--- config.mk ---
export PLATFORM = sky130hd
export DESIGN_NAME = counter_preset_ctrl
export DESIGN_NICKNAME = d
export VERILOG_FILES = /design/src/rtl/counter_preset_ctrl_pkg.sv /design/src/rtl/counter_preset.sv /design/src/rtl/counter_preset_ctrl.sv
export VERILOG_INCLUDE_DIRS = /design/src /design/src/rtl
export SDC_FILE = /design/constraint.sdc
export NUM_CORES = 1
export LEC_CHECK = 0
export ABC_CLOCK_PERIOD_IN_PS = 1900
export CELL_PAD_IN_SITES_DETAIL_PLACEMENT = 0
export CELL_PAD_IN_SITES_GLOBAL_PLACEMENT = 1
export CORE_ASPECT_RATIO = 2
export CORE_MARGIN = 5
export CORE_UTILIZATION = 34
export CTS_CLUSTER_DIAMETER = 60
export CTS_CLUSTER_SIZE = 14
export DETAILED_ROUTE_END_ITERATION = 10
export GPL_ROUTABILITY_DRIVEN = 0
export GPL_TIMING_DRIVEN = 0
export HOLD_SLACK_MARGIN = 0.02
export PLACE_DENSITY = 0.78
export RECOVER_POWER = 100
export SKIP_CTS_REPAIR_TIMING = 1
export SLEW_MARGIN = 20
export SYNTH_ARGS = -nofsm -noshare
export SYNTH_HDL_FRONTEND = slang
export SYNTH_HIERARCHICAL = 1
export SYNTH_SLANG_ARGS = --single-unit
--- constraint.sdc ---
create_clock -name clk -period 1.9 [get_ports clk]
set_input_delay 0.285 -clock clk [delete_from_list [all_inputs] [get_ports clk]]
set_output_delay 0.285 -clock clk [all_outputs]
set_load 0.005 [all_outputs]
--- src/rtl/counter_ctrl_defs.vh ---
// State codes for the counter_preset_ctrl sequencer, shared by RTL and bench.
`ifndef COUNTER_CTRL_DEFS_VH
`define COUNTER_CTRL_DEFS_VH
localparam logic [1:0] ST_IDLE  = 2'd0;
localparam logic [1:0] ST_LOAD  = 2'd1;
localparam logic [1:0] ST_COUNT = 2'd2;
localparam logic [1:0] ST_DONE  = 2'd3;
`endif

--- src/rtl/counter_preset_ctrl_pkg.sv ---
// Shared types for the counter_preset sequencer.
package counter_preset_ctrl_pkg;
   `include "counter_ctrl_defs.vh"

   typedef enum logic [1:0] {
      S_IDLE  = ST_IDLE,
      S_LOAD  = ST_LOAD,
      S_COUNT = ST_COUNT,
      S_DONE  = ST_DONE
   } state_e;
endpackage

--- src/rtl/counter_preset.sv ---
// WIDTH-bit up counter with synchronous preset load; load has priority over count.
module counter_preset #(
   parameter int WIDTH = 4
) (
   input  logic             clk,
   input  logic             rst_n,
   input  logic             load,
   input  logic [WIDTH-1:0] data_preset,
   input  logic             count_up,
   output logic [WIDTH-1:0] counter_out,
   output logic             carry_out
);
   logic [WIDTH-1:0] cnt_q, cnt_d;

   always_comb begin
      cnt_d = cnt_q;
      if (load) begin
         cnt_d = data_preset;
      end else if (count_up) begin
         cnt_d = cnt_q + WIDTH'(1);
      end
   end

   always_ff @(posedge clk or negedge rst_n) begin
      if (!rst_n) begin
         cnt_q <= '0;
      end else begin
         cnt_q <= cnt_d;
      end
   end

   // Carry flags the cycle whose increment wraps the counter back to zero.
   assign carry_out   = count_up & (cnt_q == '1);
   assign counter_out = cnt_q;
endmodule

--- src/rtl/counter_preset_ctrl.sv ---
// Sequencer running a programmable number of preset-to-all-ones count periods
// on one counter_preset, with tick per period and done at the end of the run.
module counter_preset_ctrl
   import counter_preset_ctrl_pkg::*;
#(
   parameter int WIDTH  = 4,
   parameter int RWIDTH = 4
) (
   input  logic              clk,
   input  logic              rst_n,
   input  logic              start,
   input  logic              stop,
   input  logic [WIDTH-1:0]  cfg_preset,
   input  logic [RWIDTH-1:0] cfg_repeat,
   output logic              busy,
   output logic              tick,
   output logic              done,
   output logic [RWIDTH-1:0] periods_left,
   output logic [WIDTH-1:0]  counter_out
);
   state_e            state_q, state_d;
   logic [WIDTH-1:0]  preset_q, preset_d;
   logic [RWIDTH-1:0] repeat_q, repeat_d;
   logic [RWIDTH-1:0] periods_left_q, periods_left_d;
   logic              tick_q, tick_d;
   logic              done_q, done_d;
   logic              load;
   logic              count_up;
   logic              carry_out;

   counter_preset #(.WIDTH(WIDTH)) u_counter_preset (
      .clk         (clk),
      .rst_n       (rst_n),
      .load        (load),
      .data_preset (preset_q),
      .count_up    (count_up),
      .counter_out (counter_out),
      .carry_out   (carry_out)
   );

   always_comb begin
      state_d        = state_q;
      preset_d       = preset_q;
      repeat_d       = repeat_q;
      periods_left_d = periods_left_q;
      tick_d         = 1'b0;
      done_d         = 1'b0;
      load           = 1'b0;
      count_up       = 1'b0;
      // Stop freezes the counter, so no carry can fire in the abort cycle.
      if (stop) begin
         state_d        = S_IDLE;
         periods_left_d = '0;
      end else begin
         unique case (state_q)
            S_IDLE: begin
               if (start) begin
                  preset_d       = cfg_preset;
                  repeat_d       = cfg_repeat;
                  periods_left_d = cfg_repeat;
                  state_d        = S_LOAD;
               end
            end
            S_LOAD: begin
               load    = 1'b1;
               state_d = S_COUNT;
            end
            S_COUNT: begin
               count_up = 1'b1;
               if (carry_out) begin
                  tick_d = 1'b1;
                  if (repeat_q == '0) begin
                     state_d = S_LOAD;
                  end else if (periods_left_q > RWIDTH'(1)) begin
                     periods_left_d = periods_left_q - RWIDTH'(1);
                     state_d        = S_LOAD;
                  end else begin
                     periods_left_d = '0;
                     done_d         = 1'b1;
                     state_d        = S_DONE;
                  end
               end
            end
            S_DONE: begin
               state_d = S_IDLE;
            end
            default: begin
               state_d = S_IDLE;
            end
         endcase
      end
   end

   always_ff @(posedge clk or negedge rst_n) begin
      if (!rst_n) begin
         state_q        <= S_IDLE;
         preset_q       <= '0;
         repeat_q       <= '0;
         periods_left_q <= '0;
         tick_q         <= 1'b0;
         done_q         <= 1'b0;
      end else begin
         state_q        <= state_d;
         preset_q       <= preset_d;
         repeat_q       <= repeat_d;
         periods_left_q <= periods_left_d;
         tick_q         <= tick_d;
         done_q         <= done_d;
      end
   end

   assign busy         = (state_q != S_IDLE);
   assign tick         = tick_q;
   assign done         = done_q;
   assign periods_left = periods_left_q;
endmodule

==> results.cfg, run 1 <==
[yosys]
synth_area_per_cell_um2 = 11.3
yosysWarnings = 6
ys_seq_elements = 20
yosysSeqAreaShare = 0.490
synthTopCellsByArea = dfrtp_1, mux2_2, nand2_1, mux2_1, ha_1
netlist_area_um2 = 1020
yosysUniqueCellTypes = 31
synth_top_area_frac = 0.490
syn_inst = 90
synth_largest_area_cell = dfrtp_1
synth_nets = 105

[run]
cap_violations = 0

[worst_hold_path]
hp-start = stop
hp-class = in -> reg

[sta]
fmax_ghz = 0.530
slew_headroom = 0.408
finalClockSkew_ns = 0.00121
hold_slack_ns = 0.286
setup_ws_ns = 0.0125
period_needed_ns = 1.89
hold_viol = 0
period_share = 0.993
worst_pin_slew_ns = 0.885
rsz0062_at_grt = true
fin_tns_setup_ns = 0
drv_slew = 0
setup_viol = 0

[clock_tree]
clkTransAtPathRegs_ns = 0.07
clockRootBuffer = clkbuf_8
cts_sinks = 20
cts_buffers = 3
insertion_delay_ns = 0.26
tritoncts = built
ctsLongestPathBuffers = 2
cts.htree.levels = 1

[power_and_ir_drop]
p_total_mw = 1.30
leakagePower_nw = 0.623
pwr_density_cell_nw_per_um2 = 920
max-vdd-ir-drop_mv = 0.415

[routing]
drc_errors = 0
ant_nets = 0
drt-vias-per-instance = 5.36
initialDrtViolationCount = 16
routed_wirelength_um = 2140
wl_per_cell_um = 14.1
drt_first_pass_iters = 4
vias = 809

[floorplanning]
dieArea_um2 = 4270
die_w_um = 48.8
io_pins = 23
start_util = 0.347
die_height_um = 87.5
core-area_um2 = 2940
rows = 28

[global_route]
grt_pass1_vias = 770
grt_antenna_before_repair = 0
grt.total_usage = 0.105
grt_max_degree = 21
grt_pass1_wl_um = 3470
gr-total-overflow = 0

[final_layout]
final_util = 0.480
post_route_cells_drive_above_1_share = 0.231
design_area_um2 = 1410
num_antenna_cells = 0
final_nets = 137
final_cells = 151
syn_to_final_growth_pct = 38.5

[placed_design]
dpl-instance-area_um2 = 1290
post-place-cells = 142
io_buffers = 22
pre_cts_slack_ns = -0.641
dpl.hpwl_um = 1610

[setup_path]
cp-start-kind = flip-flop
crit_path_max_fanout = 5
cp.required_ns = 2.05
endpoint_kind = flip-flop
path_cells = or2_4 > nor2_4 > nand2_2 > nor2_4 > nand2_4 > o21ai_2 > a21oi_2 > a221o_1
critPathSlowestCell = dfrtp_1
cp.arrival_ns = 2.04
r2r_start = state_q[0]
max_stage_delay_ns = 0.43
critPathKind = reg -> reg
crit_path_start = state_q[0]
cpMostUsedCell = nor2_4

[run_status]
status = complete, no violations
## layout by cell type (no fill, tap or decap), types with 2 or more instances in the layout
master,instances
xnor2_1,2
mux2_2,6
nand2_1,12
inv_1,5
dfrtp_1,20
clkbuf_8,4
mux2_1,4
o21ai_0,5
nor2_1,3
a22o_1,3
clkdlybuf4s50_1,20
a21oi_2,2
buf_4,5
ha_1,3
nor2_4,3
## path summary, 6_finish.rpt
path / to / slack [ns] / depth (start not counted)
worst max-delay path: periods_left[3] / 0.01 / 8
worst min-delay path: state_q[1] / 0.29 / 2
worst max register to register: periods_left[3] / 0.01 / 8
worst min register to register: u_counter_preset/counter_out[0] / 0.48 / 2
max in group asynchronous: u_counter_preset/counter_out[3] / 0.77 / 1
min in group asynchronous: state_q[0] / 0.59 / 1
## cell usage after synthesis
library cell and n:
a21boi_1 1, ha_1 3, nor2b_1 1, xor2_1 1, nor4_4 1, nand2b_4 1, mux2_2 6, nor2_4 1
or4_1 1, a22o_1 3, o21ai_0 5, or2_4 1, o21ai_1 2, o311ai_0 1, o311a_1 1, a21oi_1 1
xnor2_1 2, nor2_1 5, a221o_1 1, nor4_1 1, nand2b_1 1, o31ai_1 1, dfrtp_1 20, a21oi_2 2
a21o_1 1, a221oi_2 1, mux2i_1 1, inv_1 5, nand4_2 1, nand2_1 14, mux2_1 4
## metal layers
metal | GRT usage | wire, µm
met1 | 0.108 | 784
met2 | 0.189 | 1170
met3 | 0.0223 | 140
met5 | 0 | 0
met4 | 0.0662 | 44
## area by class of cell
type / instances / area (µm²)
Sequential cell: 20 / 500
Tap cell: 30 / 37.5
Clock buffer: 4 / 55.1
Fill cell: 288 / 1530
Timing Repair Buffer: 27 / 260
Multi-Input combinational cell: 65 / 542
Inverter: 5 / 18.8
## flip-flops by register name (all words and copies together), names as in the netlist
register / cells
preset_q: 4
periods_left: 4
tick: 1
state_q: 2
done: 1
repeat_q: 4
u_counter_preset/counter_out: 4
## worst max-delay path, delay by kind of cell, from the launching register on
kind,cells,cell delay [ns]
AND/OR/NAND/NOR,5,0.76
flip-flops,1,0.43
AO/OA/AOI/OAI,3,0.57
## report_power, final
| part | switching, mW | internal (mW) | total (mW) |
|---|---|---|---|
| Sequential | 0.0980 | 0.515 | 0.613 |
| Clock | 0.140 | 0.185 | 0.325 |
| Combinational | 0.138 | 0.225 | 0.363 |
## logic make-up after synthesis
group | count (synthesis) | synth area share
flops | 20 | 0.490
simple gates | 28 | 0.162
compound gates | 20 | 0.147
buf+inv | 5 | 0.0184
mux | 11 | 0.120
xor+xnor | 3 | 0.0257
fa+ha+maj | 3 | 0.0368
No activity file was read; power rests on OpenSTA's default activity.
==> run 2: changes to the inputs <==
--- a/config.mk
+++ b/config.mk
@@ -10,7 +10,7 @@
 export CELL_PAD_IN_SITES_DETAIL_PLACEMENT = 0
 export CELL_PAD_IN_SITES_GLOBAL_PLACEMENT = 1
 export CORE_ASPECT_RATIO = 2
-export CORE_MARGIN = 5
+export CORE_MARGIN = 1.5
 export CORE_UTILIZATION = 34
 export CTS_CLUSTER_DIAMETER = 60
 export CTS_CLUSTER_SIZE = 14
==> run 2 against run 1 <==
Effect of this change: worst hold slack improved by 0.041 ns; final area increased by 4.1%; non-clock buffer count rose by 3; critical endpoint unchanged.
==> results.cfg, run 2 (synthesized netlist as in run 1, its figures left out) <==
[setup_path]
cp.required_ns = 2.04
r2r-end = periods_left[3]
critPathKind = reg -> reg
endpoint_kind = flip-flop
r2r_start = state_q[0]
cp-start-kind = flip-flop
cp.arrival_ns = 2.00
rrSetupSlack_ns = 0.05
crit_path_max_fanout = 5
reg2regPathDepth = 8

[floorplanning]
dieArea_um2 = 3360
rows = 28
die_height_um = 80.5
start_util = 0.351
die_w_um = 41.8
io_pins = 23
core-area_um2 = 2910

[global_route]
grt_pass1_vias = 685
gr-total-overflow = 0
grt_max_degree = 21
grt_pass1_wl_um = 3170
grt.total_usage = 0.125
grt_antenna_before_repair = 0

[final_layout]
final_util = 0.506
num_antenna_cells = 0
final_cells = 154
post_route_cells_drive_above_1_share = 0.258
syn_to_final_growth_pct = 44.1
layout_common_cells = dfrtp_1, clkdlybuf4s50_1, nand2_1
design_area_um2 = 1470
final_nets = 140
nFillCells = 273

[routing]
vias = 801
drt-vias-per-instance = 5.20
routed_wirelength_um = 2100
drc_errors = 0
ant_nets = 0
initialDrtViolationCount = 9
wl_per_cell_um = 13.6
drt_first_pass_iters = 4

[run]
cap_violations = 0

[placed_design]
post-place-cells = 142
pre_cts_slack_ns = -0.664
dpl-instance-area_um2 = 1290
dpl.hpwl_um = 1570
io_buffers = 22

[sta]
setup_ws_ns = 0.0486
period_share = 0.974
slew_headroom = 0.406
setup_viol = 0
worst_pin_slew_ns = 0.888
rsz0062_at_grt = true
finalClockSkew_ns = 0.00367
drv_slew = 0
period_needed_ns = 1.85
fmax_ghz = 0.540
hold_viol = 0
fin_tns_setup_ns = 0

[power_and_ir_drop]
seqPwrFrac = 0.436
swShare = 0.275
pwr_density_cell_nw_per_um2 = 961
leakagePower_nw = 0.648
power.switching_uw = 388
max-vdd-ir-drop_mv = 0.425
comb_power_share = 0.264
internal_power_mw = 1.03
p_clk_frac = 0.300

[worst_hold_path]
holdPathEnd = state_q[1]
hp-class = in -> reg
hold_depth = 2
hp-start = stop

[clock_tree]
cts.htree.levels = 1
clkTransAtPathRegs_ns = 0.07
cts_sinks = 20
ctsLongestPathBuffers = 2
clockRootBuffer = clkbuf_8
tritoncts = built
cts_buffers = 3
insertion_delay_ns = 0.26

[run_status]
status = complete, no violations
-- run 2: cell types whose count changed in the layout (fill, tap and decap cells not counted), sizes merged --
cell    before  now
buf          5    8
bufinv       0    1
clkbuf       4    3
-- run 2: layout make-up --
class | count | area [µm²] | area share
flip-flops and latches | 20 | 500 | 0.340
well taps | 30 | 37.5 | 0.0255
inverters | 5 | 18.8 | 0.0128
clock buffers | 3 | 41.3 | 0.0281
multi-input cells | 65 | 561 | 0.381
repair buffers | 30 | 283 | 0.192
clock inverters | 1 | 30.0 | 0.0204
-- run 2: power groups by stage --
| stage | Sequential (mW) | Clock [mW] | Combinational [mW] |
|---|---|---|---|
| 3_5_place_dp | 0.624 | 0 | 0.349 |
| 5_1_grt | 0.634 | 0.450 | 0.408 |
| 6_report | 0.617 | 0.424 | 0.373 |
| 4_1_cts | 0.615 | 0.433 | 0.351 |
| 3_3_place_gp | 0.616 | 0 | 0.343 |
| 2_1_floorplan | 0.610 | 0 | 0.174 |
-- run 2: worst max-delay path by stage --
| stage | start | to | slack (ns) |
|---|---|---|---|
| 6_report | state_q[0] | periods_left[3] | 0.05 |
| 5_1_grt | state_q[0] | periods_left[3] | -0.02 |
| 4_1_cts | stop | periods_left[3] | -0.39 |
| 3_5_place_dp | stop | periods_left[3] | -0.66 |
| 3_3_place_gp | stop | periods_left[3] | -0.63 |
| 2_1_floorplan | state_q[0] | periods_left[3] | 0.04 |
-- run 2: layer usage --
layer | GRT usage | part of all wire | vias up
li1 | - | - | 391
met1 | 0.145 | 0.39 | 389
met2 | 0.220 | 0.56 | 16
met3 | 0.0135 | 0.031 | 5
met4 | 0.0677 | 0.025 | 0
met5 | 0 | 0 | -
-- run 2: metrics by stage --
stage,power (mW),hold slack (ns)
after global routing,1.49,0.324
after detailed placement,0.973,0.474
after global placement,0.958,0.463
after floorplan,0.784,-0.0106
after CTS,1.40,0.493
final,1.41,0.327
-- run 2: worst max-delay path: stages, from the launching register on --
cell     delay, ns
dfrtp_1       0.42
or2_4         0.28
nor2_4        0.14
nand2_2       0.09
nor2_4        0.13
nand2_4       0.09
o21ai_4       0.18
a21oi_4       0.09
a221o_1       0.31
